### src/rtl/muldiv_unit_pkg.sv
// muldiv_unit_pkg: shared operation/state encodings for the multiply/divide unit.
package muldiv_unit_pkg;
    typedef enum logic [2:0] {
        MD_MULT  = 3'd0,
        MD_MULTU = 3'd1,
        MD_DIV   = 3'd2,
        MD_DIVU  = 3'd3,
        MD_MTHI  = 3'd4,
        MD_MTLO  = 3'd5
    } md_op_t;
    typedef enum logic [1:0] {
        ST_IDLE,
        ST_MUL,
        ST_DIV,
        ST_FIX
    } md_state_t;
    function automatic logic is_signed_op(md_op_t op);
        return op == MD_MULT || op == MD_DIV;
    endfunction
endpackage

### src/rtl/muldiv_unit_if.sv
// muldiv_unit_if: request/response bundle between the execute stage and the HI/LO unit.
interface muldiv_unit_if #(parameter int WIDTH = 32);
    import muldiv_unit_pkg::*;
    logic             req_valid;
    logic             req_ready;
    md_op_t           op;
    logic [WIDTH-1:0] a;
    logic [WIDTH-1:0] b;
    logic             flush;
    logic             busy;
    logic             done;
    logic [WIDTH-1:0] hi;
    logic [WIDTH-1:0] lo;
    modport master (output req_valid, op, a, b, flush, input req_ready, busy, done, hi, lo);
    modport slave  (input req_valid, op, a, b, flush, output req_ready, busy, done, hi, lo);
endinterface

### src/rtl/muldiv_unit_div_iter.sv
// muldiv_unit_div_iter: unsigned restoring divider, one quotient bit per cycle for WIDTH cycles.
module muldiv_unit_div_iter #(
    parameter int WIDTH = 32
) (
    input  logic             clk,
    input  logic             resetn,
    input  logic             i_start,
    input  logic             i_flush,
    input  logic [WIDTH-1:0] i_dividend,
    input  logic [WIDTH-1:0] i_divisor,
    output logic             o_last,
    output logic [WIDTH-1:0] o_quot,
    output logic [WIDTH-1:0] o_rem
);
    localparam int CW = $clog2(WIDTH);
    logic             r_busy;
    logic [CW-1:0]    r_cnt;
    logic [WIDTH-1:0] r_q;
    logic [WIDTH-1:0] r_rem;
    logic [WIDTH-1:0] r_d;
    logic [WIDTH:0]   w_sh;
    logic [WIDTH:0]   w_diff;
    logic             w_ge;
    // Dividend bits shift out of r_q while quotient bits shift in behind them.
    assign w_sh   = {r_rem, r_q[WIDTH-1]};
    assign w_diff = w_sh - {1'b0, r_d};
    assign w_ge   = !w_diff[WIDTH];
    assign o_last = r_busy && r_cnt == CW'(WIDTH-1);
    assign o_quot = r_q;
    assign o_rem  = r_rem;
    always_ff @(posedge clk or negedge resetn) begin
        if (!resetn) begin
            r_busy <= 1'b0;
            r_cnt  <= '0;
            r_q    <= '0;
            r_rem  <= '0;
            r_d    <= '0;
        end else if (i_start) begin
            r_busy <= 1'b1;
            r_cnt  <= '0;
            r_q    <= i_dividend;
            r_rem  <= '0;
            r_d    <= i_divisor;
        end else if (i_flush) begin
            r_busy <= 1'b0;
        end else if (r_busy) begin
            r_rem  <= w_ge ? w_diff[WIDTH-1:0] : w_sh[WIDTH-1:0];
            r_q    <= {r_q[WIDTH-2:0], w_ge};
            r_cnt  <= r_cnt + CW'(1);
            r_busy <= !o_last;
        end
    end
endmodule

### src/rtl/muldiv_unit.sv
// muldiv_unit: HI/LO owner executing MULT/MULTU with fixed latency and DIV/DIVU iteratively.
module muldiv_unit
    import muldiv_unit_pkg::*;
#(
    parameter int WIDTH       = 32,
    parameter int MUL_LATENCY = 3
) (
    input logic          clk,
    input logic          resetn,
    muldiv_unit_if.slave bus
);
    localparam int CW = MUL_LATENCY > 1 ? $clog2(MUL_LATENCY) : 1;
    md_state_t          r_state;
    logic [WIDTH-1:0]   r_hi;
    logic [WIDTH-1:0]   r_lo;
    logic [2*WIDTH-1:0] r_prod;
    logic [CW-1:0]      r_cnt;
    logic               r_done;
    logic               r_neg_q;
    logic               r_neg_r;
    logic               w_accept;
    logic               w_sgn;
    logic               w_start;
    logic               w_div_last;
    logic [WIDTH-1:0]   w_a_mag;
    logic [WIDTH-1:0]   w_b_mag;
    logic [WIDTH-1:0]   w_quot;
    logic [WIDTH-1:0]   w_rem;
    logic [2*WIDTH-1:0] w_prod;
    assign w_accept = bus.req_valid && r_state == ST_IDLE && !bus.flush;
    assign w_sgn    = is_signed_op(bus.op);
    assign w_start  = w_accept && (bus.op == MD_DIV || bus.op == MD_DIVU);
    assign w_a_mag  = (w_sgn && bus.a[WIDTH-1]) ? -bus.a : bus.a;
    assign w_b_mag  = (w_sgn && bus.b[WIDTH-1]) ? -bus.b : bus.b;
    // Sign-extending to 2*WIDTH makes one unsigned multiplier serve both MULT and MULTU.
    assign w_prod   = {{WIDTH{w_sgn & bus.a[WIDTH-1]}}, bus.a} * {{WIDTH{w_sgn & bus.b[WIDTH-1]}}, bus.b};
    assign bus.req_ready = r_state == ST_IDLE;
    assign bus.busy      = r_state != ST_IDLE;
    assign bus.done      = r_done;
    assign bus.hi        = r_hi;
    assign bus.lo        = r_lo;
    muldiv_unit_div_iter #(.WIDTH(WIDTH)) u_div (
        .clk        (clk),
        .resetn     (resetn),
        .i_start    (w_start),
        .i_flush    (bus.flush),
        .i_dividend (w_a_mag),
        .i_divisor  (w_b_mag),
        .o_last     (w_div_last),
        .o_quot     (w_quot),
        .o_rem      (w_rem)
    );
    always_ff @(posedge clk or negedge resetn) begin
        if (!resetn) begin
            r_state <= ST_IDLE;
            r_hi    <= '0;
            r_lo    <= '0;
            r_prod  <= '0;
            r_cnt   <= '0;
            r_done  <= 1'b0;
            r_neg_q <= 1'b0;
            r_neg_r <= 1'b0;
        end else begin
            r_done <= 1'b0;
            case (r_state)
                ST_IDLE: if (w_accept) begin
                    case (bus.op)
                        MD_MTHI: r_hi <= bus.a;
                        MD_MTLO: r_lo <= bus.a;
                        MD_MULT, MD_MULTU: begin
                            r_prod  <= w_prod;
                            r_cnt   <= CW'(MUL_LATENCY-1);
                            r_state <= ST_MUL;
                        end
                        MD_DIV, MD_DIVU: begin
                            // A zero divisor keeps the all-ones quotient unsigned.
                            r_neg_q <= w_sgn && (bus.a[WIDTH-1] ^ bus.b[WIDTH-1]) && |bus.b;
                            r_neg_r <= w_sgn && bus.a[WIDTH-1];
                            r_state <= ST_DIV;
                        end
                        default: ;
                    endcase
                end
                ST_MUL: if (bus.flush) begin
                    r_state <= ST_IDLE;
                end else if (r_cnt == '0) begin
                    {r_hi, r_lo} <= r_prod;
                    r_done       <= 1'b1;
                    r_state      <= ST_IDLE;
                end else begin
                    r_cnt <= r_cnt - CW'(1);
                end
                ST_DIV: r_state <= bus.flush ? ST_IDLE : w_div_last ? ST_FIX : ST_DIV;
                default: begin
                    r_state <= ST_IDLE;
                    if (!bus.flush) begin
                        r_lo   <= r_neg_q ? -w_quot : w_quot;
                        r_hi   <= r_neg_r ? -w_rem : w_rem;
                        r_done <= 1'b1;
                    end
                end
            endcase
        end
    end
endmodule

### src/flat_wrapper.sv
// flat-port wrapper written by rule: the top's interface ports become plain ports
module muldiv_unit_flat import muldiv_unit_pkg::*;
#(
    parameter int WIDTH       = 32,
    parameter int MUL_LATENCY = 3
)
  (clk, resetn, bus_req_valid, bus_op, bus_a, bus_b, bus_flush, bus_req_ready, bus_busy, bus_done, bus_hi, bus_lo);
  muldiv_unit_if #(.WIDTH(WIDTH)) bus_i ();
  input logic clk;
  input logic resetn;
  input wire logic [$bits(bus_i.req_valid)-1:0] bus_req_valid;
  input wire logic [$bits(bus_i.op)-1:0] bus_op;
  input wire logic [$bits(bus_i.a)-1:0] bus_a;
  input wire logic [$bits(bus_i.b)-1:0] bus_b;
  input wire logic [$bits(bus_i.flush)-1:0] bus_flush;
  output wire logic [$bits(bus_i.req_ready)-1:0] bus_req_ready;
  output wire logic [$bits(bus_i.busy)-1:0] bus_busy;
  output wire logic [$bits(bus_i.done)-1:0] bus_done;
  output wire logic [$bits(bus_i.hi)-1:0] bus_hi;
  output wire logic [$bits(bus_i.lo)-1:0] bus_lo;
  assign bus_i.req_valid = bus_req_valid;
  assign bus_i.op = bus_op;
  assign bus_i.a = bus_a;
  assign bus_i.b = bus_b;
  assign bus_i.flush = bus_flush;
  assign bus_req_ready = bus_i.req_ready;
  assign bus_busy = bus_i.busy;
  assign bus_done = bus_i.done;
  assign bus_hi = bus_i.hi;
  assign bus_lo = bus_i.lo;
  muldiv_unit #(.WIDTH(WIDTH), .MUL_LATENCY(MUL_LATENCY)) u_core (.clk(clk), .resetn(resetn), .bus(bus_i));
endmodule
### config.mk
export PLATFORM = sky130hd
export DESIGN_NAME = muldiv_unit_flat
export DESIGN_NICKNAME = d
export VERILOG_FILES = /design/src/rtl/muldiv_unit_pkg.sv /design/src/rtl/muldiv_unit_if.sv /design/src/rtl/muldiv_unit_div_iter.sv /design/src/rtl/muldiv_unit.sv /design/src/flat_wrapper.sv
export SDC_FILE = /design/constraint.sdc
export NUM_CORES = 2
export LEC_CHECK = 0
export ABC_AREA = 1
export BUFFER_PORTS_ARGS = -buffer_cell sky130_fd_sc_hd__buf_2
export CELL_PAD_IN_SITES_DETAIL_PLACEMENT = 0
export CELL_PAD_IN_SITES_GLOBAL_PLACEMENT = 1
export CORE_MARGIN = 3
export CORE_UTILIZATION = 53
export DETAILED_ROUTE_END_ITERATION = 16
export PLACE_DENSITY_LB_ADDON = 0.2
export SYNTH_ARGS = -nofsm -noshare
export SYNTH_HDL_FRONTEND = slang
export SYNTH_SLANG_ARGS = --single-unit
### constraint.sdc
create_clock -name clk -period 4.65 [get_ports clk]
set_input_delay 0.2325 -clock clk [delete_from_list [all_inputs] [get_ports clk]]
set_output_delay 0.2325 -clock clk [all_outputs]
set_load 0.03 [all_outputs]
* Word-level counts from Yosys, hierarchy flattened
Cells that the tools add are included.
** Word-level totals
- Flip-flop bits (word level) :: 237
- Latch bits :: 0
- Memory bits (writable) :: 0
- Bits in read-only memories :: 0
- Output and inout port bits :: 67
- Word-level logic and storage cells :: 119
- Memories :: 0
** Operators by class
- Add/sub/neg operators :: 7
- $mul :: 1
- Div/mod/pow operators :: 0
- Magnitude comparators :: 0
- Eq/ne operators :: 19
- Shift operators :: 0
- Muxes and demuxes :: 45
- Bitwise operators :: 4
- Reduce and logical (&&, ||, !) cells :: 30
** Operators by type and width (count)
- 32-bit two-way mux :: 21
- 32-bit one-hot mux with 3 select lines :: 2
- 32-bit negation :: 4
- 33-bit by 33-bit multiplier with 64-bit output :: 1
- 33-bit by 32-bit subtractor with 33-bit output :: 1
- 32-bit OR reduction :: 1
- 2-bit two-way mux :: 8
- 5-bit two-way mux :: 3
- 2-bit by 1-bit inequality test with 1-bit output, second input constant :: 7
- 6-bit AND reduction :: 2
- 3-bit AND reduction :: 3
- 1-bit logical AND :: 8
- 2-bit one-hot mux with 2 select lines :: 2
- 1-bit two-way mux :: 7
- 3-bit by 2-bit == test with 1-bit output, second input constant :: 2
- 3-bit == test, second input constant :: 2
- 2-bit one-hot mux with 3 select lines :: 1
- 2-bit nonzero test :: 3
- 2-bit OR reduction :: 3
- 5-bit by 1-bit adder with 5-bit output, second input constant :: 1
- 5-bit == test, second input constant :: 1
- 5-bit AND reduction :: 1
- 2-bit logical NOT :: 2
- 2-bit inequality test, second input constant :: 2
- 14 further kinds :: 18

* Logic depth before layout (Yosys ltp)
- Depth after elaboration :: 6
- Mapped depth :: 34

* Hierarchy
Synthesis repeated with hierarchy kept, for this count alone.
** Unflattened totals
- Cells, all modules :: 7332
- Area total of the unflattened synthesis :: 56033.7 sq um
** By module, submodules not included
- muldiv_unit :: instances 1, cells an instance 6267, area each 48921.9 sq um
- muldiv_unit_div_iter :: instances 1, cells an instance 1065, area each 7111.8 sq um

* Least setup slack after synthesis
No wires, ideal clock.
- Path type :: in2reg
- From :: input port bus_a[31]
- To :: register u_core.r_prod[54]
- Library setup time :: 117 ps
- Data arrival time :: 7208 ps
- Data required time :: 4533 ps
- Slack :: -2675 ps
- Cell stages on the path :: 30
- Path buffers :: 2
- Path through :: clkbuf_1 -> clkbuf_1 -> nand2_1 -> nor2_1 -> fa_1 -> inv_1 -> fa_1 -> inv_1 -> fa_1 -> fa_1 -> inv_1 -> fa_1 -> inv_1 -> fa_1 -> inv_1 -> fa_1 -> fa_1 -> inv_1 -> ha_1 -> nand2_1 -> nor2_1 -> inv_1 -> nor3_1 -> nand2_1 -> nor3_1 -> nand2_1 -> nand3_1 -> nand2_1 -> nand3_1 -> nand2_1
** On the way
- Longest elaborated chain between the ends :: 2
** RTL lines
- start, declared :: line flat_wrapper.sv:13 : input wire logic [$bits(bus_i.a)-1:0] bus_a;
- 1-bit AND :: line muldiv_unit.sv:36 : assign w_prod = {{WIDTH{w_sgn & bus.a[WIDTH-1]}}, bus.a} * {{WIDTH{w_sgn & bus.b[WIDTH-1]}}, bus.b};
- 33-bit by 33-bit multiplier with 64-bit output * :: line muldiv_unit.sv:36
- end signal, assigned :: line muldiv_unit.sv:71 : r_prod <= w_prod;
- end, declared :: line muldiv_unit.sv:16 : logic [2*WIDTH-1:0] r_prod;
Mark *: on every way between the ends. The rest lies on a longest branch, timed or not.
A chain may end at the register's enable or synchronous reset.

* Final worst setup path
- From :: input port bus_op[0]
- To :: register u_core.r_prod[42]
** On the way
- Longest elaborated chain between the ends :: 4
- Elaborated cells on any way between the ends :: 9
- Those cells by class :: mul (1); eq/ne (2); bitwise (2); reduce/logical (4)
** RTL lines
- start, declared :: line flat_wrapper.sv:12 : input wire logic [$bits(bus_i.op)-1:0] bus_op;
- 3-bit by 2-bit == test with 1-bit output / 3-bit logical NOT (equally long branches) :: line muldiv_unit_pkg.sv:18, muldiv_unit.sv:67
- 1-bit logical OR :: line muldiv_unit_pkg.sv:18 : return op == MD_MULT || op == MD_DIV;
- 1-bit AND :: line muldiv_unit.sv:36
- 33-bit by 33-bit multiplier with 64-bit output :: line muldiv_unit.sv:36
Several ways; a longest one is shown, not always the timed one.

==> Implementation_results.wiki <==
{| class="wikitable"
! Metric !! Value
|-
| Run status || finished with violations
|-
| Violations in the final reports || setup timing
|-
| Average via count per standard cell || 5.42
|-
| Ranking of synthesized cells by area || sky130_fd_sc_hd__fa_1 40%, sky130_fd_sc_hd__nand2_1 14%, sky130_fd_sc_hd__inv_1 13%
|-
| First-iteration detailed-routing DRC count || 4772
|-
| Congestion Overflow GR || 0
|-
| Clock transition at path regs || 0.07 ns
|-
| Mapped cell area || 56600 µm²
|-
| Skew final || approximately 0.022 ns
|-
| Fin. max-slew vios || 0
|-
| Mean area per synthesized cell || 7.43 µm²
|-
| Worst min-delay path class || in -> reg
|-
| RD Place Congestion || 1.01
|-
| Most frequent CP cell || sky130_fd_sc_hd__fa_1
|-
| Portion of synthesized cell area occupied by the leading cell type || 0.398
|-
| Routed wire length per instance || 22.1 µm
|-
| Area of the placeable core || 106000 µm²
|-
| Library cell contributing the largest single delay on the critical path || sky130_fd_sc_hd__fa_2
|-
| Sequential share of the synthesized area || 0.105
|-
| Post-placement cell area || between 60000 and 70000 µm²
|-
| Initial antenna violation count || 9
|-
| Final period demand of the worst path || between 6 and 7 ns
|-
| Global-route wire length before repair || 324000 µm
|-
| Crit Path Max Fanout || 6
|-
| Post-route design area || 69600 µm²
|-
| Area of the die || 111000 µm²
|-
| Latest clock arrival within the worst-skew pair || 0.59 ns
|-
| Fillcell total || slightly above 9000
|-
| Clock Sinks || 237
|-
| Number of nets in the finished design || 9643
|-
| Fraction of layout instances using a drive strength above 1 || 0.209
|-
| Min setup slack post-route || -1.87 ns
|-
| Top Ports || 138
|-
| Number of levels in the clock H-tree || 1
|-
| Number of max-cap violations || 0
|-
| Post-Synthesis Net Count || around 9100
|-
| Required time of the critical path || between 5 and 6 ns
|-
| Horizontal extent of the die || around 330 µm
|-
| Maximum buffer depth of the clock tree || 3
|-
| Number of buffer and inverter instances along the worst setup path || 12
|-
| Final Hold Viols || 0
|-
| Growth of design area from synthesis to finish || 22.9%
|-
| Die extent in y || 333 µm
|-
| Setup crit start kind || primary input
|-
| Number of global-route vias before repair || 53385
|-
| Detailed-routing iteration count for the pre-antenna-repair pass || 8
|-
| Slowest Stage Delay on Critical Path || 0.69 ns
|-
| Library cells used by synthesis || between 50 and 60
|-
| Count of unresolved DRC violations after routing || 0
|-
| Cell family with most CP delay || adder cells
|-
| Slew at the pin closest to its max-slew limit || 1.01 ns
|-
| Type of the setup path with the least slack || in -> reg
|-
| Num CTS Buffers || 27
|-
| Library cell occupying the most area in the post-synthesis netlist || sky130_fd_sc_hd__fa_1
|-
| Count of buffers from port buffering || 137
|-
| Rows || 119
|-
| RSZ-0062 raised after global routing || true
|-
| Number of vias in the routed layout || 52071
|-
| Maximum number of pins on one net before global-route repair || 110
|-
| Cell at the root of the clock tree || sky130_fd_sc_hd__clkbuf_16
|-
| Number of setup violations in the final report || 54
|-
| TritonCTS clock tree || yes
|-
| All-layer global routing usage || 0.387
|-
| Number of standard cells after synthesis || 7621
|-
| Highest achievable clock rate || 0.153 GHz
|-
| Yosys Warn Count || 0
|-
| Total of flip-flops plus latches after synthesis || 237
|-
| Sum of routed wire length over all layers || 213000 µm
|-
| Arrival @ worst endpoint || 6.99 ns
|-
| Initial core utilization || 0.536
|-
| Antenna-violating nets left || 0
|-
| Final worst path period share || 1.40
|-
| Finished Core Util || 0.658
|-
| Post-detail-place hpwl || 178000 µm
|-
| Worst rel slew slack || 0.322
|-
| Kind of capture point of the worst setup path || flop
|}
[worst min-delay path, cell delays in order]
cell and delay [ns]:
sky130_fd_sc_hd__buf_8 0.08, sky130_fd_sc_hd__buf_4 0.11, sky130_fd_sc_hd__nand2_1 0.06, sky130_fd_sc_hd__o211ai_1 0.12, sky130_fd_sc_hd__nor2_1 0.06
[flip-flops by register name, summed over array words and instances (netlist names)]
register / cells
u_core.bus.hi: 32
u_core.r_cnt: 2
u_core.r_state: 2
u_core.u_div.r_cnt: 5
u_core.u_div.o_quot: 32
u_core.u_div.r_busy: 1
u_core.u_div.o_rem: 32
u_core.bus.done: 1
u_core.r_prod: 64
u_core.bus.lo: 32
u_core.r_neg_r: 1
u_core.u_div.r_d: 32
u_core.r_neg_q: 1
[layout make-up]
| cell class | instances | area [µm²] | area share |
|---|---|---|---|
| diodes | 7 | 17.5 | 0.000252 |
| clock buffers | 40 | 795 | 0.0114 |
| well taps | 1391 | 1740 | 0.0250 |
| clock inverters | 9 | 57.6 | 0.000827 |
| flip-flops and latches | 237 | 5930 | 0.0852 |
| inverters | 1950 | 7350 | 0.106 |
| multi-input cells | 5081 | 45600 | 0.655 |
| repair buffers | 897 | 8120 | 0.117 |
[logic make-up after synthesis]
logic type | Yosys count | share of synthesized area
AND/OR/NAND/NOR | 3153 | 0.226
XOR/XNOR | 57 | 0.00882
buffers and inverters | 2303 | 0.155
adder cells (fa/ha/maj) | 1378 | 0.454
AO/OA/AOI/OAI | 493 | 0.0521
flip-flops | 237 | 0.105
[per-stage QoR]
step	setup slack, ns	cells	hold WS [ns]	setup TNS [ns]
global placement	-2.67	9471	0.383	-128.96
global route	-2.07	9610	0.126	-90.70
CTS	-1.85	9570	0.0866	-77.79
floorplan	-2.22	7621	-0.0631	-81.20
detailed placement	-2.76	9471	0.383	-131.81
finish	-1.87	9612	0.124	-80.93
[cell usage after synthesis, drive strengths merged]
cell and number:
nor4 6, nand2 2170, o22ai 18, nor3b 2, nor2 437, nand3 393, inv 1946, or3 1
a211oi 2, clkbuf 192, xnor2 31, clkinv 4, nand3b 14, a22oi 1, a41oi 15, o21ai 166
o21bai 26, fa 1126, o21a 1, and3 2, dfrtp 237, o211ai 4, xor2 26, a31oi 8
a21oi 179, nand4 65, a221oi 44, ha 252, a22o 2, or2 16, a31o 1, o31ai 3
o221ai 23, buf 161, nor3 45, and2 2
[timing repair]
| action | CTS | global route |
|---|---|---|
| hold endpoints to repair | 108 | 0 |
| resized for setup | 578 | 327 |
| hold buffers | 2 | 0 |
| pin swaps | 173 | 234 |
| setup buffers | 49 | 39 |
| setup endpoints to repair | 55 | 55 |
| cloned | 4 | 1 |
[placed cells by master, fill, tap and decap left out, types with 85 or more instances in the layout]
master	n
sky130_fd_sc_hd__buf_2	94
sky130_fd_sc_hd__nor2_1	316
sky130_fd_sc_hd__buf_6	85
sky130_fd_sc_hd__a21oi_1	122
sky130_fd_sc_hd__inv_1	1821
sky130_fd_sc_hd__buf_4	610
sky130_fd_sc_hd__nand2_1	1940
sky130_fd_sc_hd__ha_1	189
sky130_fd_sc_hd__dfrtp_1	236
sky130_fd_sc_hd__nand2_2	139
sky130_fd_sc_hd__nand2_4	86
sky130_fd_sc_hd__o21ai_0	116
sky130_fd_sc_hd__inv_2	115
sky130_fd_sc_hd__fa_1	1064
sky130_fd_sc_hd__nand3_1	344
[worst paths after layout]
kind,slack [ns],startpoint,cells after the start,to
max,-1.87,bus_op[0],32,u_core.r_prod[42]
min,0.12,bus_op[2],5,u_core.r_state[1]
max reg2reg,1.27,u_core.u_div.o_quot[31],17,u_core.u_div.o_rem[29]
min reg2reg,0.48,u_core.u_div.r_d[28],2,u_core.u_div.r_d[28]
max in group asynchronous,3.05,resetn,3,u_core.u_div.o_quot[26]
min in group asynchronous,0.34,resetn,2,u_core.u_div.o_rem[17]
[layer usage]
layer,global-route usage,wire (µm),vias to the layer above
met4,0.191,13900,4
li1,-,-,23465
met3,0.0690,19700,425
met2,0.604,95200,2250
met1,0.524,83900,25927
met5,0,32,-
Power is not shown: default switching activity piles up to over one toggle a cycle in this logic, so the estimate is an artifact.
